## config.mk

```make
export PLATFORM = sky130hd
export DESIGN_NAME = bcd_counter_nd
export DESIGN_NICKNAME = d
export VERILOG_FILES = /design/src/rtl/bcd_counter_nd.sv
export SDC_FILE = /design/constraint.sdc
export NUM_CORES = 1
export LEC_CHECK = 0
export CORE_ASPECT_RATIO = 1.25
export CORE_MARGIN = 3
export CORE_UTILIZATION = 35
export CTS_CLUSTER_DIAMETER = 200
export DETAILED_ROUTE_END_ITERATION = 6
export GPL_ROUTABILITY_DRIVEN = 0
export PLACE_DENSITY = 0.63
export SKIP_CTS_REPAIR_TIMING = 1
export SKIP_LAST_GASP = 1
export SYNTH_ARGS = -nofsm -noshare
export SYNTH_HDL_FRONTEND = slang
export SYNTH_SLANG_ARGS = --single-unit
```

## constraint.sdc

```tcl
create_clock -name clk -period 3.1 [get_ports clk]
set_clock_uncertainty 0.1 [all_clocks]
set_input_delay 0.62 -clock clk [delete_from_list [all_inputs] [get_ports clk]]
set_output_delay 0.62 -clock clk [all_outputs]
set_load 0.01 [all_outputs]
```

## src/rtl/bcd_counter_nd.sv

```systemverilog
// N-digit BCD up/down counter with tick prescaler, parallel load,
// wrap flag and active-low 7-segment outputs.
module bcd_counter_nd #(
   parameter int DIGITS   = 4,
   parameter int TICK_DIV = 50_000_000
) (
   input  logic                  clk,
   input  logic                  rst,
   input  logic                  en,
   input  logic                  up,
   input  logic                  load,
   input  logic [4*DIGITS-1:0]   load_val,
   output logic [4*DIGITS-1:0]   bcd,
   output logic                  tick,
   output logic                  wrap,
   output logic [7*DIGITS-1:0]   seg
);

   localparam int PW = (TICK_DIV > 1) ? $clog2(TICK_DIV) : 1;
   localparam logic [PW-1:0] PRE_MAX = PW'(TICK_DIV - 1);

   logic [PW-1:0]       pre;
   logic [4*DIGITS-1:0] nxt;
   logic [4*DIGITS-1:0] load_san;
   logic                nxt_wrap;
   logic                step;

   assign step = en && (pre == PRE_MAX);

   // Ripple carry/borrow; a carry out of the top digit means wrap.
   always_comb begin
      logic       c;
      logic [3:0] d;
      nxt      = '0;
      nxt_wrap = 1'b0;
      c        = 1'b1;
      d        = '0;
      for (int i = 0; i < DIGITS; i++) begin
         d = bcd[4*i +: 4];
         if (!c) begin
            nxt[4*i +: 4] = d;
         end else if (up) begin
            if (d >= 4'd9) begin
               nxt[4*i +: 4] = 4'd0;
            end else begin
               nxt[4*i +: 4] = d + 4'd1;
               c = 1'b0;
            end
         end else begin
            if (d == 4'd0) begin
               nxt[4*i +: 4] = 4'd9;
            end else begin
               nxt[4*i +: 4] = d - 4'd1;
               c = 1'b0;
            end
         end
      end
      nxt_wrap = c;
   end

   always_comb begin
      load_san = '0;
      for (int i = 0; i < DIGITS; i++) begin
         load_san[4*i +: 4] =
            (load_val[4*i +: 4] > 4'd9) ? 4'd0 : load_val[4*i +: 4];
      end
   end

   always_ff @(posedge clk) begin
      if (!rst) begin
         bcd  <= '0;
         pre  <= '0;
         tick <= 1'b0;
         wrap <= 1'b0;
      end else if (load) begin
         bcd  <= load_san;
         pre  <= '0;
         tick <= 1'b0;
         wrap <= 1'b0;
      end else begin
         tick <= 1'b0;
         wrap <= 1'b0;
         if (step) begin
            pre  <= '0;
            bcd  <= nxt;
            tick <= 1'b1;
            wrap <= nxt_wrap;
         end else if (en) begin
            pre <= pre + PW'(1);
         end
      end
   end

   function automatic logic [6:0] seg7(input logic [3:0] d);
      unique case (d)
         4'd0:    seg7 = 7'b0000001;
         4'd1:    seg7 = 7'b1001111;
         4'd2:    seg7 = 7'b0010010;
         4'd3:    seg7 = 7'b0000110;
         4'd4:    seg7 = 7'b1001100;
         4'd5:    seg7 = 7'b0100100;
         4'd6:    seg7 = 7'b0100000;
         4'd7:    seg7 = 7'b0001111;
         4'd8:    seg7 = 7'b0000000;
         4'd9:    seg7 = 7'b0000100;
         default: seg7 = 7'b1111111;
      endcase
   endfunction

   for (genvar g = 0; g < DIGITS; g++) begin : g_seg
      assign seg[7*g +: 7] = seg7(bcd[4*g +: 4]);
   end

endmodule

```

==> impl_results.md <==
- Final Hold Viols: 0
- Worst slew pin tran: 0.515 ns
- Vias in the first global route: 3,922
- Initial Utilization: 36.3%
- NumNets Final: 699
- FFs w/ async S/R, synth: 0%
- Clock latency at the later pin of the worst-skew pair: 0.33 ns
- Post-synthesis sequential area ratio: 33.5%
- DRC Markers: 0
- CTS root buffer: clkbuf_16
- Switching share of total power: 25.5%
- Clock power share: 41.5%
- Vias: 4,111
- TritonCTS Buffers: 9
- Peak Freq: 0.336 GHz
- R2R setup slack: 0.12 ns
- Pwr Density: 431 nW/um2
- Share of post-route cells with drive strength above 1: 19.6%
- Max-slew headroom: 65.5%
- Setup Viol. Count Final: 0
- Cell area after synthesis: 4300 um2
- Initial DRC Count: 144
- Max-cap violations: 0
- CP Capture Type: register
- Fin crit share: 96.1%
- Most frequent cells in the layout: buf_4 (74), dfxtp_1 (69), clkdlybuf4s50_1 (65)
- Post-synthesis cell type count: 71
- Place WS: -0.481 ns
- Post-route cell area: 6030 um2
- Total gr overflow: 0
- Sw power: 663 uW
- Drt first pass iters: 5
- First-pass GRT wire length: 18,200 um
- Critical path data required time: 3.21 ns
- Syn Inst Count: 515
- Reg2reg path depth: 13
- Fin util: 51.0%
- Clock-pin slew on the worst setup and hold paths: 0.06 ns
- Worst Hold End: pre[24]$_SDFFE_PP0P_
- Commonest non-fill, non-tap cell in the layout: buf_4
- Final Max Slew Viols: 0
- Post-synth EDFFs: 0
- Final wirelength: 11,200 um
- Antenna Cells: 0
- Fin crit period: 2.98 ns
- Int Pwr: 1940 uW
- Comb power frac: 20.0%
- Die height: 130 um
- Hold_sp: pre[24]$_SDFFE_PP0P_
- Worst setup path category: reg -> reg
- Setup TNS: 0 ns
- VDD IR-drop max: 0.217 mV
- Critical Path Source Type: register
- Dpl hpwl: 8490 um
- DR vias/cell: 5.08
- Clock Path Buffers: 2
- Mean cell area of the mapped netlist: 8.35 um2
- Area delta synth->final: 40.2%
- Per-cell routed wire length: 13.8 um
- Net count after synthesis: 571
- Ports: 67
- Placed cell count: 792
- Hold Path Class: reg -> reg
- Hold path cells: 2
- Detail Route Antenna Nets: 0
- Initial antenna violation count: 0
- Status: completed
- Primary FF master, synth: dfxtp_1
- CP max FO: 12
- Warnings, synthesis: 0
- Worst R2R End: seg[17]$_DFF_P_
- CORE AREA: 11,800 um2
- Num rows: 44
- Htree depth: 3
- Dpl cell area: 5650 um2
- TritonCTS clock tree: done
- Port Buf Inserts: 66
- Die X: 105 um
- Arr. time, crit path: 3.09 ns
- Sequential power share: 38.5%
- Largest net degree at the start of global routing: 27
- FF+latch count, synth: 72
- Tot GR Track Use: 16.2%
- Sink Count: 72
- Worst Slack Setup Final: 0.120 ns
- Die area: 13,700 um2
- Static Leakage: 0.00250 uW
- Reg-to-Reg Start: bcd[5]$_SDFFE_PN0N_
- Layout Cells excl Fill: 809
-- routing by layer --
layer	vias to the layer above	wire (um)	global-route usage (%)
met5	-	0	0
met4	0	125	4.94
met3	9	443	3.02
met2	89	5610	29.1
met1	1917	5000	19.8
li1	2096	-	-
-- layout make-up --
| class | count | area (um2) |
|---|---|---|
| Fill cell | 1103 | 5810 |
| Multi-Input combinational cell | 381 | 2680 |
| Sequential cell | 72 | 1450 |
| Timing Repair Buffer | 141 | 1240 |
| Clock buffer | 12 | 267 |
| Tap cell | 161 | 201 |
| Inverter | 38 | 143 |
| Clock inverter | 4 | 51.3 |
-- logic make-up after synthesis --
| logic type | after synthesis | share of synthesized area [%] |
|---|---|---|
| AOI/OAI and AO/OA | 127 | 20.0 |
| adders and majority gates | 35 | 10.2 |
| muxes | 14 | 3.32 |
| xor gates and xnor gates | 23 | 4.68 |
| and+or+nand+nor | 182 | 22.6 |
| buffers and inverters | 62 | 5.70 |
| DFF | 72 | 33.5 |
-- worst max-delay path by stage --
stage	startpoint	endpoint	slack, ns	cells past startpoint
after floorplan	en	seg[19]$_DFF_P_	0.007	11
after global placement	up	seg[19]$_DFF_P_	-0.41	11
after detailed placement	up	seg[19]$_DFF_P_	-0.48	11
after CTS	up	seg[19]$_DFF_P_	-0.14	11
after global routing	bcd[5]$_SDFFE_PN0N_	seg[17]$_DFF_P_	-0.004	13
final	bcd[5]$_SDFFE_PN0N_	seg[17]$_DFF_P_	0.12	13
-- synthesized netlist by cell type (6+ instances only) --
cell / instances / area, um2
nor2_1: 55 / 206
nor3_1: 10 / 50.1
a21oi_1: 31 / 155
ha_1: 35 / 438
clkbuf_1: 18 / 67.6
o21ai_0: 31 / 155
dfxtp_1: 72 / 1440
xor2_1: 17 / 149
and3_1: 7 / 43.8
nand4_1: 9 / 56.3
inv_1: 37 / 139
mux2i_1: 12 / 120
nand3_1: 15 / 75.1
xnor2_1: 6 / 52.6
a31oi_1: 7 / 43.8
or3_1: 6 / 37.5
nand2_1: 34 / 128
nor2b_1: 6 / 37.5
-- flip-flops by register name, summed over array words and instances (netlist names) --
name	cells
bcd	16
pre	26
seg	28
tick	1
wrap	1
-- worst max-delay path: stages (launching register included) --
cell and delay, ns:
dfxtp_1 0.32, inv_1 0.08, ha_2 0.24, or3b_2 0.50, a31oi_2 0.24, buf_4 0.15, nor4_1 0.04, buf_4 0.13
buf_4 0.13, mux2i_1 0.13, o21ai_0 0.19, buf_4 0.22, mux2i_1 0.27, a22oi_1 0.12
-- power groups by stage --
stage          Clock (uW)  Sequential [uW]  Combinational, uW
2_1_floorplan           0             1050                229
3_3_place_gp            0             1020                500
3_5_place_dp            0             1020                509
4_1_cts              1110             1000                511
5_1_grt              1150             1010                571
6_report             1080             1000                521
-- through the flow --
step	power (uW)	hold slack (ns)
floorplan	1280	0.362
global placement	1520	0.380
detailed placement	1530	0.394
CTS	2630	0.403
global route	2730	0.442
finish	2600	0.403
(Power assumes the default switching activity.)
